### src/rtl/timer_pkg.sv
// Shared timer types: FSM state encoding and default counter width.
package timer_pkg;

    localparam int unsigned CNT_W_DEF = 4;

    typedef enum logic [1:0] {
        IDLE    = 2'd0,
        COUNT   = 2'd1,
        EXPIRED = 2'd2
    } tmr_state_t;

endpackage

### src/rtl/down_timer_4b.sv
// Loadable down-counter/timer with expiry pulse and cascadable borrow (tc).
// Define DOWN_TIMER_AUTO_RELOAD_EN to free-run by reloading from reload_q on expiry.
module down_timer_4b
    import timer_pkg::*;
#(
    parameter int unsigned CNT_W = CNT_W_DEF
) (
    input  logic             clk,
    input  logic             clr,
    input  logic             ld,
    input  logic [CNT_W-1:0] din,
    input  logic             cten,
    output logic [CNT_W-1:0] out,
    output logic             tc,
    output logic             done,
    output logic             busy
);

    tmr_state_t       state_q, state_d;
    logic [CNT_W-1:0] out_q, out_d;
    logic [CNT_W-1:0] reload_q, reload_d;
    logic             done_q, done_d;

    // State, count and reload registers
    always_ff @(posedge clk or posedge clr) begin
        if (clr) begin
            state_q  <= IDLE;
            out_q    <= '0;
            reload_q <= '0;
            done_q   <= 1'b0;
        end else begin
            state_q  <= state_d;
            out_q    <= out_d;
            reload_q <= reload_d;
            done_q   <= done_d;
        end
    end

    // Next-state: hold by default, done only on the decrement out of 1
    always_comb begin
        state_d  = state_q;
        out_d    = out_q;
        reload_d = reload_q;
        done_d   = 1'b0;

        case (state_q)
            IDLE: ;
            COUNT: begin
                if (cten) begin
                    if (out_q > CNT_W'(1)) begin
                        out_d = out_q - CNT_W'(1);
                    end else if (out_q == CNT_W'(1)) begin
                        done_d = 1'b1;
`ifdef DOWN_TIMER_AUTO_RELOAD_EN
                        out_d  = reload_q;
`else
                        out_d   = '0;
                        state_d = EXPIRED;
`endif
                    end else begin
                        // Zero count in COUNT is unreachable; park safely without a pulse
                        state_d = EXPIRED;
                    end
                end
            end
            EXPIRED: ;
            default: begin
                state_d = IDLE;
                out_d   = '0;
            end
        endcase

        // Load overrides everything, including a same-cycle decrement
        if (ld) begin
            reload_d = din;
            out_d    = din;
            done_d   = 1'b0;
            state_d  = (din != '0) ? COUNT : EXPIRED;
        end
    end

    assign out  = out_q;
    assign done = done_q;
    assign tc   = cten & (out_q == '0);
    assign busy = (state_q == COUNT);

endmodule

### config.mk
export PLATFORM = sky130hd
export DESIGN_NAME = down_timer_4b
export DESIGN_NICKNAME = d
export VERILOG_FILES = /design/src/rtl/timer_pkg.sv /design/src/rtl/down_timer_4b.sv
export SDC_FILE = /design/constraint.sdc
export NUM_CORES = 1
export LEC_CHECK = 0
export ABC_AREA = 1
export BUFFER_PORTS_ARGS = -buffer_cell sky130_fd_sc_hd__buf_2
export CAP_MARGIN = 30
export CELL_PAD_IN_SITES_DETAIL_PLACEMENT = 1
export CELL_PAD_IN_SITES_GLOBAL_PLACEMENT = 1
export CORE_MARGIN = 3
export CORE_UTILIZATION = 29
export DETAILED_ROUTE_END_ITERATION = 10
export PLACE_DENSITY_LB_ADDON = 0.1
export SYNTH_ARGS = -nofsm -noshare
export SYNTH_HDL_FRONTEND = slang
export SYNTH_SLANG_ARGS = --single-unit
### constraint.sdc
create_clock -name clk -period 1.3 [get_ports clk]
set_input_delay 0.13 -clock clk [delete_from_list [all_inputs] [get_ports clk]]
set_output_delay 0.13 -clock clk [all_outputs]
set_load 0.005 [all_outputs]
## Word-level counts from Yosys, hierarchy flattened

Cells that the tools add are included.

| cells by class | value |
|---|---|
| add/subtract/negate cells | 1 |
| magnitude comparators | 1 |
| equality and inequality tests | 7 |
| multiplexer cells | 15 |
| bitwise logic cells | 1 |
| reductions and logical operators | 6 |

Operators with widths:

| kind | count |
|---|---|
| $mux W4 | 4 |
| $mux W2 | 4 |
| $pmux W4 S2 | 1 |
| $ne A3 B3 Y1 const B | 2 |
| $reduce_and A3 Y1 | 2 |
| $mux W1 | 5 |
| $eq A4 B1 Y1 const B | 1 |
| $gt A4 B1 Y1 const B | 1 |
| $logic_not A4 Y1 | 1 |
| $ne A4 B2 Y1 const B | 1 |
| $pmux W2 S2 | 1 |
| $reduce_bool A4 Y1 | 1 |
| $sub A4 B1 Y4 const B | 1 |
| $eq A2 B1 Y1 const B | 1 |
| $eq A2 B2 Y1 const B | 1 |
| $logic_not A2 Y1 | 1 |
| $ne A2 B1 Y1 const B | 1 |
| $reduce_or A2 Y1 | 1 |
| $and A1 B1 Y1 | 1 |

| word-level totals | value |
|---|---|
| register bits after elaboration | 7 |
| bits of input ports | 8 |
| output and inout bits | 7 |
| word-level logic and storage cells | 34 |

## Longest topological paths before layout

Gate-level depths: netlist (run 1).

| logic depth | value |
|---|---|
| word-level depth | 6 |
| gate-level depth with buffers | 9 |
| depth with buffers taken out | 9 |

## Worst setup path after synthesis (run 1)

OpenSTA, ideal clock, no wires.

| timing path | value |
|---|---|
| path type | register to register |
| from | register out_q[0] (netlist: out[0]) |
| to | register out_q[0] (netlist: out[0]) |
| library setup time | 0.116 ns |
| arrival | 1.163 ns |
| data required time | 1.184 ns |
| setup slack | 0.021 ns |
| stages on the path, launching flop included | 10 |
| buffers on the path | 0 |
| clock period less this slack | 1.279 ns |
| cell sequence | dfrtp_1 -> inv_1 -> ha_1 -> nand2_1 -> nor2_1 -> nand2_2 -> nor2_2 -> nor2_2 -> nand2_1 -> nand2_1 |

| on the way | value |
|---|---|
| word-level cells in the longest chain between the ends | 5 |
| elaborated cells on any way between the ends | 9 |
| those cells by class | 1 x add/sub; 1 x order compare; 2 x eq/ne; 4 x mux; 1 x reduce/logical |

RTL lines:

| what | RTL line | source |
|---|---|---|
| from (decl) | down_timer_4b.sv:20 | `logic [CNT_W-1:0] out_q, out_d;` |
| from (signal assigned) | down_timer_4b.sv:33 | `out_q <= out_d;` |
| $sub A4 B1 Y4 / $gt A4 B1 Y1 (equally long branches) | down_timer_4b.sv:51, down_timer_4b.sv:50 |  |
| $mux W4 | down_timer_4b.sv:50 | `if (out_q > CNT_W'(1)) begin` |
| $mux W4 | down_timer_4b.sv:49 | `if (cten) begin` |
| $pmux W4 S2 | down_timer_4b.sv:46 | `case (state_q)` |
| $mux W4 | down_timer_4b.sv:74 | `if (ld) begin` |

Several ways; a longest one is shown, not always the timed one. The select of a mux whose other input is x is not followed.
A chain may end at the register's enable or synchronous reset.

## Final worst setup path (run 1)

| timing path | value |
|---|---|
| from | register out_q[0] (netlist: out[0]) |
| to | output tc |

| on the way | value |
|---|---|
| word-level cells in the longest chain between the ends | 2 |

RTL lines:

| what | RTL line | source |
|---|---|---|
| $logic_not A4 Y1 | down_timer_4b.sv:84 | `assign tc = cten & (out_q == '0);` |
| $and A1 B1 Y1 | down_timer_4b.sv:84 |  |
| to (decl) | down_timer_4b.sv:14 | `output logic tc,` |

No other way between the ends.

==> results.yml, run 1 <==
logic_synthesis:
  synth_cell_types: 17
  synth_seq_cells: 7
  synth_warnings: 0
  synth_nets: 83
  syn_area_um2: 481.7
  synth_seq_area_share_pct: 36.36
  synth_area_per_cell_um2: 6.599
  synthCells: 73
clock_tree:
  cts_tree: "built"
  cts_buffers: 3
  clock_sink_count: 7
  clk_pin_slew_ns: 0.05
  cts_buffer_depth: 2
  cts_max_level: 1
  clk_latency_ns: 0.25
  cts_root_buf: "clkbuf_4"
worst_setup_path:
  path_cells: "inv_2, ha_4, nand2_4, nor3_2, buf_2"
  cp_max_fo: 3
  reg2reg_slack_ns: -0.004
  critPathLaunchType: "flop"
  reg2reg_to: "out[2]"
  path_buf_inv: 2
  end_kind: "primary output"
  cp-startpoint: "out[0]"
  reg2reg_from: "out[0]"
  arrival_ns: 1.17
  crit_path_max_incr_delay_ns: 0.40
  crit_end: "tc"
  reg2regPathDepth: 8
  cp.depth: 5
  crit_family: "flip-flops"
  cp_slowest_cell: "dfrtp_1"
  worst_ep_required_time_ns: 1.17
  path_class: "flop to primary output"
sta:
  finalCritPeriodShare_pct: 100.3
  fmax_ghz: 0.7666
  tightest_slew_ns: 0.2928
  min_period_ns: 1.304
  fin_hold_ws_ns: 0.1557
  finalWorstSetupSlack_ns: -0.004460
  hold_viol: 0
  setup_viol: 3
  fin_setup_tns_ns: -0.01116
  slew_violations: 0
  clock_skew_ns: 0.0004391
  max-slew-margin-rel_pct: 80.30
  rsz0062_at_grt: "true"
drt:
  ant_nets: 0
  first_pass_iters: 4
  vias: 545
  drc: 0
  viasPerCell: 4.739
  avgRoutedWirePerCell_um: 13.10
  routed_wl_um: 1506
  drtIter0Drc: 7
grt:
  gr-total-overflow: 0
  grt_pass1_vias: 506
  grt_pass1_wl_um: 2270
  grt_max_degree: 8
  grtUsageTotal_pct: 15.43
  antenna_found_initial: 0
placement:
  portBuffers: 14
  placed_cell_area_um2: 609.3
  dp_hpwl_um: 1168
  place.gp.congestion: 0.7948
  post-place-ws_ns: -0.09649
  place_inst: 108
floorplanning:
  die_w_um: 46.76
  start_util_pct: 31.25
  die_y_um: 46.76
  die-area_um2: 2186
  core_area_um2: 1541
  fp-row-count: 14
  io-pin-count: 15
power:
  p_per_area_nw_per_um2: 1976
  total_power_mw: 1.379
  comb_power_share_pct: 59.6
  p_seq_share_pct: 26.0
  power_leakage_nw: 0.3956
  peakVddDrop_mv: 0.8161
  p_int_mw: 0.7779
  switching_power_mw: 0.6014
  switching_share_pct: 43.60
  p_clk_share_pct: 14.4
layout:
  antenna_cells: 0
  final_area_um2: 698.2
  drive_above_1_share_pct: 40.40
  area_delta_synth_final_pct: 44.94
  multiInputGateArea_um2: 302.8
  n_fill_cell: 217
  final_util_pct: 45.29
  stdcell_count: 115
  nets: 110
  final_common_cell: "nand2_1"
  mostFrequentLayoutCells: "nand2_1 (25), buf_2 (14), dfrtp_1 (7), buf_4 (7)"
  regArea_um2: 175.2
status:
  failed_checks: "setup timing"
  status: "complete, but fails checks"
job:
  cap_violations: 0
worst_hold_path:
  hp-class: "input port to flop"
-- power groups by stage --
stage	Clock (mW)	Sequential, mW	Combinational [mW]
final	0.199	0.359	0.821
after global placement	0	0.353	0.651
after CTS	0.206	0.359	0.760
after global routing	0.226	0.370	0.925
after detailed placement	0	0.355	0.659
after floorplan	0	0.359	0.369
-- kinds of logic (layout without fill, tap and decap cells) --
kind of cell / count (synthesis) / in the layout / share of synthesized area (%)
buffers and inverters: 11 / 37 / 8.572
flip-flops: 7 / 7 / 36.36
XOR/XNOR: 1 / 1 / 1.819
AO/OA/AOI/OAI: 8 / 8 / 9.088
AND/OR/NAND/NOR: 44 / 44 / 38.96
adder cells (fa/ha/maj): 2 / 2 / 5.194
-- worst min-delay path by stage --
stage	endpoint	cells after the start	from
finish	done	3	cten
global placement	done	2	clr
detailed placement	done	2	clr
CTS	done	3	cten
global route	done	3	cten
floorplan	done	1	clr
-- registers in the layout, indices dropped and copies added, names as in the netlist --
register and cells:
done 1, out 4, state_q 2
-- worst register-to-register path: stages (launching register included) --
cell and delay, ns:
dfrtp_1 0.38, inv_2 0.07, ha_4 0.18, buf_4 0.13, buf_4 0.12, xnor2_1 0.11, o21ai_1 0.13, nand2_1 0.07
nand2_1 0.06
-- per-layer routing --
metal | up-vias | GRT usage [%] | share of wire [%]
met5 | - | 0 | 0
met4 | 0 | 1.657 | 0.27
met3 | 2 | 6.897 | 5.0
met2 | 9 | 26.92 | 55
met1 | 258 | 18.10 | 40
li1 | 276 | - | -
-- timing repair --
action | 4_1_cts | 5_1_grt
endpoints found under the hold margin | 7 | 0
setup buffers | 1 | 1
gates resized for setup | 10 | 3
pin swaps | 2 | 1
cloned | 0 | 0
setup endpoints to repair | 5 | 7
hold buffers | 1 | 0
-- cell type report --
class	count	area share (%)
multi-input cells	55	43.37
flip-flops and latches	7	25.09
repair buffers	22	19.00
inverters	11	5.914
clock buffers	4	3.763
well taps	16	2.867
-- Yosys cell counts, drive strengths merged --
master   n  area, µm²
nand2   30      117.6
nor2     9      41.29
inv     11      41.29
dfrtp    7      175.2
nand3    1      5.000
ha       2      25.02
nor3     2      10.01
xnor2    1      8.760
nand3b   1      7.510
a21oi    1      5.000
nor4     1      6.260
o21ai    7      38.78
No activity file was read; power rests on OpenSTA's default activity.
==> inputs of run 2 (changes only) <==
--- a/config.mk
+++ b/config.mk
@@ -13,7 +13,7 @@
 export CORE_MARGIN = 3
 export CORE_UTILIZATION = 29
 export DETAILED_ROUTE_END_ITERATION = 10
-export PLACE_DENSITY_LB_ADDON = 0.1
+export PLACE_DENSITY = 0.77
 export SYNTH_ARGS = -nofsm -noshare
 export SYNTH_HDL_FRONTEND = slang
 export SYNTH_SLANG_ARGS = --single-unit
==> run 2 against run 1 <==
Effect of this change:
- the run now ends clean
- register-to-register slack is essentially flat
- die area did not move
- hold slack better by 0.0071 ns
- final cell count decreased by 0.87%
- first-iteration DRC count up 57%
- combinational power fell by 4.3%
- maximum frequency rose by 0.49%
- critical path depth unchanged
- power fell by 2.0%
- via count down 1.7%
- largest cell class unchanged
==> results.yml, run 2 (synthesis results as in run 1) <==
status:
  status: "complete, no violations"
grt:
  antenna_found_initial: 0
  grt_max_degree: 8
  grt_pass1_vias: 500
  grt_pass1_wl_um: 2125
  gr-total-overflow: 0
  grtUsageTotal_pct: 13.90
floorplanning:
  start_util_pct: 31.25
  die_w_um: 46.76
  io-pin-count: 15
  fp-row-count: 14
  core_area_um2: 1541
  die-area_um2: 2186
  die_y_um: 46.76
sta:
  min_period_ns: 1.298
  tightest_slew_ns: 0.2874
  clock_skew_ns: 0.006110
  fin_hold_ws_ns: 0.1628
  rsz0062_at_grt: "true"
  max-slew-margin-rel_pct: 80.82
  fmax_ghz: 0.7704
  hold_viol: 0
  slew_violations: 0
  finalCritPeriodShare_pct: 99.85
  setup_viol: 0
  fin_setup_tns_ns: 0
power:
  power_leakage_nw: 0.3900
  p_per_area_nw_per_um2: 1947
  p_seq_share_pct: 27.1
  peakVddDrop_mv: 0.7350
  p_clk_share_pct: 14.8
  switching_power_mw: 0.5874
  total_power_mw: 1.352
  comb_power_share_pct: 58.1
  p_int_mw: 0.7647
  switching_share_pct: 43.44
layout:
  area_delta_synth_final_pct: 44.16
  final_common_cell: "nand2_1"
  mostFrequentLayoutCells: "nand2_1 (25), buf_2 (14), inv_1 (6), dfrtp_1 (6), buf_4 (6)"
  drive_above_1_share_pct: 41.84
  n_fill_cell: 213
  antenna_cells: 0
  nets: 109
  largest_register_ff_count: 4
worst_setup_path:
  worst_ep_required_time_ns: 1.17
  crit_family: "flip-flops"
  path_cells: "inv_2, ha_4, nand2_4, nor3_2, buf_2"
  end_kind: "primary output"
  arrival_ns: 1.17
  path_buf_inv: 2
  crit_path_max_incr_delay_ns: 0.40
  path_class: "flop to primary output"
  cp_max_fo: 3
  cp_slowest_cell: "dfrtp_1"
  critPathLaunchType: "flop"
clock_tree:
  cts_tree: "built"
  cts_buffers: 3
  clk_latency_ns: 0.25
  clk_pin_slew_ns: 0.06
  cts_max_level: 1
  cts_buffer_depth: 2
  clock_sink_count: 7
  cts_root_buf: "clkbuf_4"
placement:
  place.gp.congestion: 0.7206
  dp_hpwl_um: 1096
  portBuffers: 14
drt:
  viasPerCell: 4.702
  routed_wl_um: 1346
  first_pass_iters: 4
  drc: 0
  vias: 536
  ant_nets: 0
  drtIter0Drc: 11
  avgRoutedWirePerCell_um: 11.81
worst_hold_path:
  hp-class: "input port to flop"
job:
  cap_violations: 0
run 2: power by group through the flow:
stage / sequential, mW / combinational, mW / clock (mW)
floorplan: 0.359 / 0.369 / 0
CTS: 0.363 / 0.746 / 0.205
global placement: 0.353 / 0.617 / 0
finish: 0.366 / 0.786 / 0.200
global route: 0.376 / 0.878 / 0.221
detailed placement: 0.363 / 0.639 / 0
run 2: final cells by class:
| type | instances | area, µm² | area share (%) |
|---|---|---|---|
| flip-flops and latches | 7 | 176.4 | 25.41 |
| multi-input cells | 55 | 305.3 | 43.96 |
| well taps | 16 | 20.02 | 2.883 |
| repair buffers | 21 | 125.1 | 18.02 |
| clock buffers | 4 | 26.28 | 3.784 |
| inverters | 11 | 41.29 | 5.946 |
run 2: metrics by stage:
step / cell area, µm² / utilization [%] / setup WS, ns / cells
CTS: 670.6 / 43.51 / -0.04388 / 113
floorplan: 481.7 / - / 0.02094 / 73
finish: 694.4 / 45.05 / 0.001889 / 114
detailed placement: 601.8 / 39.04 / -0.1237 / 107
global route: 694.4 / 45.05 / -0.06382 / 114
global placement: 601.8 / 39.04 / 0.02777 / 107
run 2: per-layer routing:
| layer | track usage, % | routed length, µm | up-vias |
|---|---|---|---|
| met3 | 1.149 | 61 | 2 |
| met1 | 18.03 | 587 | 244 |
| li1 | - | - | 277 |
| met4 | 8.287 | 11 | 0 |
| met5 | 0 | 0 | - |
| met2 | 22.53 | 686 | 13 |
run 2: worst paths after layout:
| path | start | end | slack [ns] | cells after the start |
|---|---|---|---|---|
| min in group asynchronous | clr | state_q[1] | 0.36 | 3 |
| worst min register to register | state_q[0] | state_q[0] | 0.52 | 2 |
| max in group asynchronous | clr | out[3] | 0.69 | 3 |
| worst max register to register | out[0] | out[2] | 0.01 | 6 |
| worst max-delay path | out[0] | tc | 0.002 | 5 |
| worst min-delay path | cten | done | 0.16 | 3 |
run 2: timing repair:
item | 4_1_cts | 5_1_grt
hold buffers | 1 | 0
setup buffers | 1 | 1
setup endpoints to repair | 7 | 7
gates resized for setup | 8 | 6
pin swaps | 3 | 2
cloned | 0 | 0
hold endpoints to repair | 7 | 0
run 2: worst min-delay path, stage by stage:
cell and delay [ns]:
buf_2 0.10, inv_1 0.08, nor3_1 0.06
==> inputs of run 3 (changes only) <==
--- a/config.mk
+++ b/config.mk
@@ -5,15 +5,14 @@
 export SDC_FILE = /design/constraint.sdc
 export NUM_CORES = 1
 export LEC_CHECK = 0
-export ABC_AREA = 1
 export BUFFER_PORTS_ARGS = -buffer_cell sky130_fd_sc_hd__buf_2
 export CAP_MARGIN = 30
 export CELL_PAD_IN_SITES_DETAIL_PLACEMENT = 1
 export CELL_PAD_IN_SITES_GLOBAL_PLACEMENT = 1
 export CORE_MARGIN = 3
-export CORE_UTILIZATION = 29
+export CORE_UTILIZATION = 31
 export DETAILED_ROUTE_END_ITERATION = 10
-export PLACE_DENSITY = 0.77
+export PLACE_DENSITY = 0.76
 export SYNTH_ARGS = -nofsm -noshare
 export SYNTH_HDL_FRONTEND = slang
 export SYNTH_SLANG_ARGS = --single-unit
==> run 3 against run 2 <==
Effect of this change:
- core utilization up 10 points
- die area down 8.8%
- hold slack got worse by 0.050 ns
- clock-buffer cell count unchanged
- critical path depth is 1 higher
- cell area rose by 7.9%
- clock skew shrank 0.0036 ns
- the flow now finishes with violations (setup timing)
- first-iteration DRC count fell by 91%
- critical endpoint is now out[3]
- global-route usage increased by 3.7 points
==> results.yml, run 3 <==
status:
  status: "complete, but fails checks"
  failed_checks: "setup timing"
worst_setup_path:
  path_buf_inv: 1
  crit_path_max_incr_delay_ns: 0.39
  cp_max_fo: 5
  end_kind: "flop"
  worst_ep_required_time_ns: 1.44
  critPathLaunchType: "flop"
  cp_slowest_cell: "dfrtp_1"
  reg2reg_from: "out[1]"
  reg2reg_slack_ns: -0.15
  cp-startpoint: "out[1]"
  reg2regPathDepth: 6
  reg2reg_to: "out[3]"
  arrival_ns: 1.60
  path_cells: "inv_2, ha_4, nor2_2, o31a_2, a32oi_1, o21ai_1"
  path_class: "flop to flop"
  crit_family: "compound AO/OA/AOI/OAI gates"
layout:
  nets: 92
  mostFrequentLayoutCells: "buf_4 (15), buf_2 (14), dfrtp_1 (6), nand2_1 (4), clkbuf_4 (3)"
  final_util_pct: 55.51
  largest_register_ff_count: 4
  antenna_cells: 0
  final_common_cell: "buf_4"
  regArea_um2: 176.4
  area_delta_synth_final_pct: 61.89
  drive_above_1_share_pct: 56.79
  multiInputGateArea_um2: 309.0
  n_fill_cell: 161
sta:
  finalCritPeriodShare_pct: 111.9
  slew_violations: 0
  min_period_ns: 1.455
  rsz0062_at_grt: "true"
  max-slew-margin-rel_pct: 65.78
  finalWorstSetupSlack_ns: -0.1547
  fmax_ghz: 0.6874
  setup_viol: 6
  tightest_slew_ns: 0.5066
  hold_viol: 0
  clock_skew_ns: 0.002528
logic_synthesis:
  yosysTopAreaCell: "dfrtp_1"
  synth_commonest_cells: "dfrtp_1 (7), inv_1 (4), nand2_1 (4), nor2_1 (3)"
  syn_area_um2: 462.9
  synth_warnings: 0
  synthFlopType: "dfrtp_1"
  async_reset_ff_share_pct: 100.0
  yosysMostFrequentCell: "dfrtp_1"
  synth_seq_cells: 7
  synth_edf_count: 0
  yosys.area.top_type_share_pct: 37.84
  synth_seq_area_share_pct: 37.84
  synth_cell_types: 29
  synthTopCellsByArea: "dfrtp_1 (38%), ha_1 (5.4%), a31oi_4 (4.6%), o311ai_1 (3.8%), inv_1 (3.2%)"
  synth_nets: 57
  synthCells: 47
  synth_area_per_cell_um2: 9.850
worst_hold_path:
  min_from: "din[3]"
  hold_end: "out[3]"
  min_path_cells: 3
  hp-class: "input port to flop"
clock_tree:
  cts_tree: "built"
  clk_pin_slew_ns: 0.06
  cts_root_buf: "clkbuf_4"
  cts_buffer_depth: 2
  clock_sink_count: 7
  clk_latency_ns: 0.26
  cts_buffers: 3
  cts_max_level: 1
drt:
  ant_nets: 0
  avgRoutedWirePerCell_um: 15.47
  viasPerCell: 5.146
  drc: 0
  routed_wl_um: 1485
  drtIter0Drc: 1
  first_pass_iters: 2
  vias: 494
power:
  p_per_area_nw_per_um2: 1055
  peakVddDrop_mv: 0.6175
  power_leakage_nw: 0.3590
  total_power_mw: 0.7903
grt:
  grt_max_degree: 11
  grt_pass1_vias: 538
  grtUsageTotal_pct: 17.61
  grt_pass1_wl_um: 2463
  antenna_found_initial: 0
  gr-total-overflow: 0
placement:
  portBuffers: 14
  post-place-ws_ns: -0.1632
  dp_hpwl_um: 1068
  place.gp.congestion: 0.7241
job:
  cap_violations: 0
floorplanning:
  die_w_um: 44.65
  core_area_um2: 1350
  io-pin-count: 15
  fp-row-count: 13
  die-area_um2: 1993
  start_util_pct: 34.29
  die_y_um: 44.65
run 3: cell types whose count changed after synthesis, sizes merged, moves of 5 or more:
cell,delta
inv,-7
nand2,-26
nor2,-5
o21ai,-5
run 3: area by class of cell:
class,instances,area share (%)
multi-input cells,35,41.24
flip-flops and latches,7,23.54
inverters,4,2.003
well taps,15,2.504
clock buffers,4,3.506
repair buffers,31,27.21
run 3: repair_timing:
action / CTS / global route
gates cloned: 0 / 0
hold endpoints to repair: 7 / 0
hold buffers: 1 / 0
setup endpoints to repair: 6 / 6
setup buffers: 3 / 1
pin swaps: 1 / 1
gates resized for setup: 3 / 1
run 3: through the flow:
step / cells / instance area [µm²] / TNS (ns) / hold WS (ns)
final: 96 / 749.5 / -0.4828 / 0.1132
after global routing: 96 / 749.5 / -0.8699 / 0.1254
after CTS: 95 / 738.2 / -0.4726 / 0.1066
after detailed placement: 87 / 665.6 / -0.5485 / 0.08800
after global placement: 87 / 665.6 / -0.2739 / 0.08107
after floorplan: 47 / 490.5 / -0.1836 / -0.06660
run 3: power breakdown:
| part | leakage (nW) | total, mW | switching, mW | internal, mW |
|---|---|---|---|---|
| registers | 0.0861 | 0.261 | 0.0202 | 0.240 |
| clock network | 0.0150 | 0.211 | 0.0927 | 0.118 |
| logic | 0.258 | 0.319 | 0.148 | 0.171 |
run 3: cell families after synthesis:
group	count (synthesis)	share of synthesized area (%)
simple gates	20	25.68
compound gates	13	27.03
flops	7	37.84
buf+inv	5	4.052
fa+ha+maj	2	5.405
run 3: per-layer routing:
metal	share of wire, %	wire (µm)	vias to the layer above	global-route usage, %
li1	-	-	247	-
met1	38	563	230	18.14
met2	55	824	15	33.52
met3	5.9	88	2	6.098
met4	0.54	8	0	3.614
met5	0	0	-	0
run 3: worst max path at each step:
stage                     endpoint  slack, ns  cells after the start
after floorplan             out[3]      -0.09                      6
after global placement      out[3]      -0.09                      6
after detailed placement    out[3]      -0.16                      6
after CTS                   out[3]      -0.15                      6
after global routing        out[3]      -0.22                      6
final                       out[3]      -0.15                      6
run 3: worst register-to-register path: stages, from the launching register on:
cell	delay (ns)
dfrtp_1	0.39
inv_2	0.12
ha_4	0.18
nor2_2	0.04
o31a_2	0.31
a32oi_1	0.20
o21ai_1	0.09
